==> src/rtl/mul_prod_accum.sv <==
`default_nettype none
// ============================================================================
// Module   : mul_prod_accum
// Purpose  : Registered, back-pressurable consumer for the Dadda multiplier
//            product stream. Sums a frame of unsigned products (closed by
//            prod_last) into a dot-product result and reports the beat count
//            and an overflow flag on a valid/ready result port.
// Ports    : clk, rst_n (async, active-low)
//            prod_in/prod_valid/prod_last/prod_ready : product input stream
//            res_data/res_count/res_ovf/res_valid/res_ready : result port
// Options  : MUL_ACCUM_SATURATE_EN - when defined, the accumulator clamps to
//            all ones on carry out instead of wrapping modulo 2^ACC_WIDTH.
// Revision : 1.0 - initial release
// ============================================================================
module mul_prod_accum #(
   parameter int PROD_WIDTH = 8,
   parameter int ACC_WIDTH  = 16,
   parameter int CNT_WIDTH  = 8
) (
   input  logic                  clk,
   input  logic                  rst_n,
   input  logic [PROD_WIDTH-1:0] prod_in,
   input  logic                  prod_valid,
   input  logic                  prod_last,
   output logic                  prod_ready,
   output logic [ACC_WIDTH-1:0]  res_data,
   output logic [CNT_WIDTH-1:0]  res_count,
   output logic                  res_ovf,
   output logic                  res_valid,
   input  logic                  res_ready
);

   typedef enum logic [0:0] {
      ACCUM = 1'b0,
      HOLD  = 1'b1
   } state_t;

   state_t                 state_q,     state_d;
   logic [ACC_WIDTH-1:0]   acc_q,       acc_d;
   logic [CNT_WIDTH-1:0]   cnt_q,       cnt_d;
   logic                   ovf_q,       ovf_d;
   logic [ACC_WIDTH-1:0]   res_data_q,  res_data_d;
   logic [CNT_WIDTH-1:0]   res_count_q, res_count_d;
   logic                   res_ovf_q,   res_ovf_d;
   logic                   res_valid_q, res_valid_d;

   logic [ACC_WIDTH:0]     w_prod_ext;
   logic [ACC_WIDTH:0]     w_sum;
   logic                   w_carry;
   logic [ACC_WIDTH-1:0]   w_acc_next;
   logic [CNT_WIDTH-1:0]   w_cnt_inc;
   logic                   w_accept;

   // One extra bit on the adder exposes the carry out of the accumulator.
   assign w_prod_ext = {{(ACC_WIDTH + 1 - PROD_WIDTH){1'b0}}, prod_in};
   assign w_sum      = {1'b0, acc_q} + w_prod_ext;
   assign w_carry    = w_sum[ACC_WIDTH];

`ifdef MUL_ACCUM_SATURATE_EN
   // Once clamped, any further non-zero beat carries again and re-clamps,
   // and zero beats leave all-ones untouched, so the clamp holds for the frame.
   assign w_acc_next = w_carry ? {ACC_WIDTH{1'b1}} : w_sum[ACC_WIDTH-1:0];
`else
   assign w_acc_next = w_sum[ACC_WIDTH-1:0];
`endif

   // Beat counter saturates at all ones rather than wrapping.
   assign w_cnt_inc  = (cnt_q == {CNT_WIDTH{1'b1}}) ? cnt_q : cnt_q + CNT_WIDTH'(1);

   assign w_accept   = prod_valid && (state_q == ACCUM);

   always_comb begin
      state_d     = state_q;
      acc_d       = acc_q;
      cnt_d       = cnt_q;
      ovf_d       = ovf_q;
      res_data_d  = res_data_q;
      res_count_d = res_count_q;
      res_ovf_d   = res_ovf_q;
      res_valid_d = res_valid_q;

      case (state_q)
         ACCUM: begin
            if (w_accept) begin
               if (prod_last) begin
                  res_data_d  = w_acc_next;
                  res_count_d = w_cnt_inc;
                  res_ovf_d   = ovf_q | w_carry;
                  res_valid_d = 1'b1;
                  state_d     = HOLD;
                  // Frame state clears on the same edge the result is captured.
                  acc_d       = '0;
                  cnt_d       = '0;
                  ovf_d       = 1'b0;
               end else begin
                  acc_d       = w_acc_next;
                  cnt_d       = w_cnt_inc;
                  ovf_d       = ovf_q | w_carry;
               end
            end
         end
         HOLD: begin
            // res_valid is always high in HOLD, so res_ready alone completes it.
            if (res_ready) begin
               res_valid_d = 1'b0;
               state_d     = ACCUM;
            end
         end
         default: begin
            state_d = ACCUM;
         end
      endcase
   end

   always_ff @(posedge clk or negedge rst_n) begin
      if (!rst_n) begin
         state_q     <= ACCUM;
         acc_q       <= '0;
         cnt_q       <= '0;
         ovf_q       <= 1'b0;
         res_data_q  <= '0;
         res_count_q <= '0;
         res_ovf_q   <= 1'b0;
         res_valid_q <= 1'b0;
      end else begin
         state_q     <= state_d;
         acc_q       <= acc_d;
         cnt_q       <= cnt_d;
         ovf_q       <= ovf_d;
         res_data_q  <= res_data_d;
         res_count_q <= res_count_d;
         res_ovf_q   <= res_ovf_d;
         res_valid_q <= res_valid_d;
      end
   end

   // prod_ready is a pure function of state: no bypass from res_ready.
   assign prod_ready = (state_q == ACCUM);
   assign res_data   = res_data_q;
   assign res_count  = res_count_q;
   assign res_ovf    = res_ovf_q;
   assign res_valid  = res_valid_q;

endmodule
`default_nettype wire

==> config.mk <==
export PLATFORM = sky130hd
export DESIGN_NAME = mul_prod_accum
export DESIGN_NICKNAME = d
export VERILOG_FILES = /design/src/rtl/mul_prod_accum.sv
export SDC_FILE = /design/constraint.sdc
export NUM_CORES = 1
export LEC_CHECK = 0
export ABC_AREA = 1
export CORE_MARGIN = 2
export CORE_UTILIZATION = 49
export DETAILED_ROUTE_END_ITERATION = 10
export MAX_ROUTING_LAYER = met4
export PLACE_DENSITY = 0.76
export SYNTH_ARGS = -nofsm -noshare
export SYNTH_HDL_FRONTEND = slang
export SYNTH_SLANG_ARGS = --single-unit
==> constraint.sdc <==
create_clock -name clk -period 1.7 [get_ports clk]
set_input_delay 0.34 -clock clk [delete_from_list [all_inputs] [get_ports clk]]
set_output_delay 0.34 -clock clk [all_outputs]
set_load 0.05 [all_outputs]
==> impl_metrics.csv, run 1 <==
group,metric,value,unit
cts,cts_root_buffer,"clkbuf_8",
route,drc,0,
sta,fin_ws,-0.07733,ns
sta,fmaxAchievable,0.5626,GHz
place,placed_cells,481,
route,wl_per_cell,13.39,microns
place,hpwlAfterDp,4618,microns
route,drt_iter0_drc,84,
synth,synthMuxAreaShare,0,
cts,path_clk_slew,0.10,ns
setup_path,critPathArrivalTime,1.98,ns
setup_path,end_kind,"flip-flop",
synth,synth_compound_area_frac,0.06327,
sta,finalCritPeriodShare,1.045,
floorplan,die_area,6394,sq um
floorplan,initial_core_util,0.5104,
synth,synth_cell_types,33,
route,num_vias,2588,
sta,worstMarginPinSlew,0.3396,ns
final_layout,nets,444,
setup_path,path_max_fanout,5,
route,ant_nets,0,
floorplan,die_h,79.97,microns
synth,ys_ff_latch,52,
cts,cts.sinks,52,
route,drtPass1Iterations,4,
power,power.leakage,2.021,nW
power,power.density,1269,nW/um^2
final_layout,final_common_cell,"nand2_1",
global_route,antenna_found_initial,0,
cts,htree_levels,2,
final_layout,final_cell_mix,"nand2_1 (148), dfrtp_1 (52), buf_4 (47)",
synth,synth_area_per_cell,7.811,sq um
setup_path,required,1.91,ns
final_layout,final_cells,494,
sta,slew_headroom,0.7728,
sta,fin_tns_setup,-0.1870,ns
cts,insertion_delay,0.30,ns
synth,yosysWarnings,0,
setup_path,startpoint_type,"flip-flop",
sta,rsz0062_at_grt,"true",
power,ir_worst_vdd,794.2,uV
outcome,violations,"negative setup slack",
route,routed_wl,6613,microns
synth,syn-num-nets,385,
final_layout,layout-drive-gt1-share,0.2299,
global_route,grt_pass1_vias,2507,
floorplan,core,5540,sq um
synth,synth_seq_area_share,0.4602,
synth,synthSimpleGateAreaFrac,0.3345,
global_route,grt_pass1_wl,11100,microns
final_layout,num_antenna_cells,0,
sta,setup_viol,3,
place,gp_congestion,0.8845,
outcome,status,"complete, but fails checks",
floorplan,num_rows,27,
job,max-cap-violations,0,
sta,skew,0.006681,ns
final_layout,area_delta_synth_final,29.78,%
setup_path,worstSetupPathType,"reg2reg",
floorplan,die_x,79.97,microns
floorplan,num_io_pins,40,
worst_hold_path,hold_path_class,"in2async",
sta,period_minus_slack,1.777,ns
cts,cts_inserted_buffers,5,
synth,synthXorXnorAreaFrac,0.03097,
place,placed_area,3343,sq um
cts,cts_tree,"done",
power,p_total,4.657,mW
sta,hold_viol_final,0,
synth,netlist_area,2828,sq um
final_layout,fin_area,3670,sq um
global_route,grt_max_degree,53,
route,via_per_inst,5.239,
synth,postSynthCellCount,362,
cts,clockBufferDepth,2,
sta,slew_violations,0,
place,io_buffer_count,39,
global_route,grt_usage,0.2246,
global_route,grt.overflow.total,0,
synth,synth-adder-area-share,0.04690,
synth,synth_top_family_by_area,"simple AND/OR/NAND/NOR gates",
## worst paths after layout
check / from / end / slack (ns) / cells after the start
max in group asynchronous: rst_n / acc_q[10] / 1.44 / 2
min: rst_n / cnt_q[2] / 0.006 / 2
min reg2reg: res_data[2] / res_data[2] / 0.48 / 2
min in group clk: res_data[2] / res_data[2] / 0.48 / 2
max: acc_q[0] / acc_q[8] / -0.08 / 9
max reg2reg: acc_q[0] / acc_q[8] / -0.08 / 9
## repair_timing
action	CTS	global route
hold buffers	0	0
gates resized for setup	10	24
pin swaps	2	9
buffers inserted	1	4
setup endpoints to repair	16	24
## cells in the mapped netlist, drive strengths merged
library cell    n  area share
nand2         156        0.21
dfrtp          52        0.46
nand3          38       0.075
inv            35       0.046
nor2           15       0.026
o21ai          14       0.027
ha              9       0.040
buf             7       0.015
xor2            7       0.022
a21oi           5       0.012
a22o            4       0.012
nand4           3      0.0066
or2             3      0.0066
xnor2           3      0.0093
clkbuf          2      0.0027
nand3b          2      0.0053
o22ai           2      0.0066
a21boi          1      0.0027
a21o            1      0.0027
and3            1      0.0022
fa              1      0.0071
nor3            1      0.0018
## report_power, final
part	total (mW)	internal (mW)	switching, mW
logic	2.16	0.855	1.31
clock network	0.848	0.438	0.410
registers	1.64	1.46	0.181
## final cells by class
cell class / count / area (sq um)
inverter: 35 / 131.4
clock inverter: 2 / 35.03
clock buffer: 6 / 72.57
multi-input combinational: 266 / 1518
sequential: 52 / 1301
tap: 72 / 90.09
timing repair buffer: 61 / 521.8
fill: 478 / 1871
## sequential cells by signal (all words and copies together) (netlist names)
name and cells:
acc_q 16, state_q 1, res_count 8, ovf_q 1
res_ovf 1, res_valid 1, cnt_q 8, res_data 16
## cell families (layout without fill, tap and decap cells)
group / count (synthesis) / count (layout)
compound gates: 27 / 27
xor+xnor: 10 / 10
fa+ha+maj: 10 / 10
buf+inv: 44 / 104
flops: 52 / 52
simple gates: 219 / 219
## layer usage
layer | share of wire | global-route usage | wire, microns | vias up
met4 | 0.017 | 0.05932 | 110 | 0
met1 | 0.44 | 0.2700 | 2903 | 1255
met5 | 0 | - | 0 | -
met2 | 0.50 | 0.3900 | 3336 | 61
li1 | - | - | - | 1258
met3 | 0.040 | 0.03959 | 264 | 14
## metrics by stage
stage,hold slack [ns],worst slack (ns),util
after global routing,0.03048,-0.1702,0.6624
after CTS,0.02216,-0.06938,0.6375
after detailed placement,0.3573,-0.4654,0.6034
final,0.005656,-0.07733,0.6624
after global placement,0.3534,-0.4340,0.6034
after floorplan,0.04441,0.02056,-
## critical path, cell delays in order (launching register included)
cell and delay [ns]:
dfrtp_1 0.42, ha_4 0.18, fa_2 0.38, nand3_2 0.08
nand3_2 0.07, nand2_2 0.08, nand3_4 0.08, or2_1 0.25
nand3_1 0.08, nand2_1 0.05
(Power assumes the default switching activity.)
==> inputs of run 2 (changes only) <==
--- a/config.mk
+++ b/config.mk
@@ -6,7 +6,6 @@
 export NUM_CORES = 1
 export LEC_CHECK = 0
 export ABC_AREA = 1
-export CORE_MARGIN = 2
 export CORE_UTILIZATION = 49
 export DETAILED_ROUTE_END_ITERATION = 10
 export MAX_ROUTING_LAYER = met4
==> impl_metrics.csv, run 2 (synthesis gave the netlist of run 1 again) <==
group,metric,value,unit
power,netSwitchingPower,1.897,mW
power,seq_power_share,0.352,
route,drc,0,
global_route,grt_max_degree,53,
power,power_frac_clock,0.193,
route,drt_iter0_drc,124,
route,via_per_inst,4.959,
place,pre_cts_slack,-0.4593,ns
floorplan,num_rows,27,
cts,cts_root_buffer,"clkbuf_8",
sta,skew,0.01328,ns
sta,fmaxAchievable,0.5745,GHz
floorplan,die_area,6079,sq um
route,wl_per_cell,12.93,microns
place,hpwlAfterDp,4423,microns
setup_path,r2r_cells,9,
setup_path,path_max_fanout,5,
route,ant_nets,0,
cts,clockBufferDepth,2,
setup_path,required,1.91,ns
sta,slew_headroom,0.8149,
sta,rsz0062_at_grt,"true",
final_layout,num_antenna_cells,0,
floorplan,num_io_pins,40,
sta,worstMarginPinSlew,0.2752,ns
setup_path,worstSetupPathType,"reg2reg",
sta,finalCritPeriodShare,1.024,
place,io_buffer_count,39,
setup_path,critPathArrivalTime,1.95,ns
power,power.internal,2.767,mW
global_route,top_usage_layer,"met2",
sta,period_minus_slack,1.741,ns
floorplan,die_h,77.97,microns
global_route,grtUsageMet1,0.2698,
setup_path,startpoint_type,"flip-flop",
final_layout,final_cells,491,
global_route,grt_usage,0.2297,
cts,htree_levels,2,
floorplan,initial_core_util,0.5104,
power,p_sw_frac,0.4068,
global_route,grtUsageMet3,0.05765,
cts,path_clk_slew,0.10,ns
sta,holdWs,0.001415,ns
power,ir_worst_vdd,1133,uV
sta,hold_viol_final,0,
power,power.leakage,2.002,nW
setup_path,rr_startpoint,"acc_q[0]",
route,drtPass1Iterations,4,
setup_path,reg2reg_setup_slack,-0.04,ns
place,placed_cells,481,
global_route,use_met2,0.3903,
global_route,grt_pass1_wl,10610,microns
floorplan,die_x,77.97,microns
place,gp_congestion,0.8818,
global_route,grt.overflow.total,0,
final_layout,nets,441,
power,power.density,1263,nW/um^2
cts,cts_inserted_buffers,5,
route,routed_wl,6347,microns
setup_path,end_kind,"flip-flop",
sta,setup_viol,2,
power,combPwrFrac,0.454,
outcome,violations,"negative setup slack",
job,max-cap-violations,0,
sta,slew_violations,0,
global_route,grt_pass1_vias,2422,
setup_path,r2r_end,"res_data[8]",
power,p_total,4.664,mW
worst_hold_path,hold_path_class,"in2async",
floorplan,core,5540,sq um
global_route,antenna_found_initial,0,
cts,cts_tree,"done",
final_layout,layout-drive-gt1-share,0.2554,
cts,insertion_delay,0.32,ns
outcome,status,"complete, but fails checks",
sta,fin_ws,-0.04061,ns
cts,cts.sinks,52,
final_layout,area_delta_synth_final,30.62,%
route,num_vias,2435,
final_layout,final_cell_mix,"nand2_1 (142), dfrtp_1 (51), buf_4 (43)",
final_layout,final_common_cell,"nand2_1",
==> run 2: layout make-up <==
| type | instances | area [sq um] |
|---|---|---|
| sequential | 52 | 1303 |
| multi-input combinational | 266 | 1544 |
| clock buffer | 6 | 82.58 |
| clock inverter | 2 | 38.79 |
| tap | 72 | 90.09 |
| fill | 446 | 1847 |
| inverter | 35 | 131.4 |
| timing repair buffer | 58 | 504.2 |
==> run 2: metrics by stage <==
stage | setup TNS (ns) | cell area [sq um] | utilization
after CTS | -0.3526 | 3511 | 0.6337
after global placement | -8.996 | 3356 | 0.6057
final | -0.07605 | 3694 | 0.6667
after floorplan | 0 | 2833 | -
after detailed placement | -9.707 | 3356 | 0.6057
after global routing | -0.7587 | 3694 | 0.6667
==> run 2: worst max-delay path: stages (launching register included) <==
cell	delay (ns)
dfrtp_1	0.40
ha_2	0.20
fa_2	0.37
nand3_2	0.08
nand3_2	0.07
nand2_2	0.08
nand3_4	0.08
or2_1	0.23
nand3_1	0.08
nand2_1	0.05
==> run 2: how the worst max path moves through the flow <==
stage                     startpoint          end  slack, ns  cells after the start
after global placement    prod_in[0]     acc_q[8]      -0.43                     10
after detailed placement  prod_in[0]  res_data[8]      -0.46                     10
final                       acc_q[0]  res_data[8]      -0.04                      9
after floorplan             acc_q[0]  res_data[8]       0.02                      9
after CTS                   acc_q[0]  res_data[8]      -0.12                      9
after global routing        acc_q[0]  res_data[8]      -0.15                      9
==> run 2: repair_timing <==
action	in CTS	in global routing
endpoints found under the setup margin	11	27
hold buffers	0	0
buffers inserted	1	1
resized for setup	8	34
pin swaps	5	14
endpoints found under the hold margin	0	0
==> run 2: power groups by stage <==
stage	sequential, mW	clock [mW]	combinational [mW]
final	1.64	0.902	2.12
after global routing	1.67	0.978	2.30
after CTS	1.61	0.927	1.90
after detailed placement	1.63	0	1.85
after global placement	1.63	0	1.82
after floorplan	2.08	0	0.791
==> run 2: per-layer routing <==
| metal | share of wire | up-vias |
|---|---|---|
| met5 | 0 | - |
| met4 | 0.015 | 0 |
| met3 | 0.038 | 10 |
| met2 | 0.50 | 42 |
| met1 | 0.45 | 1130 |
| li1 | - | 1253 |
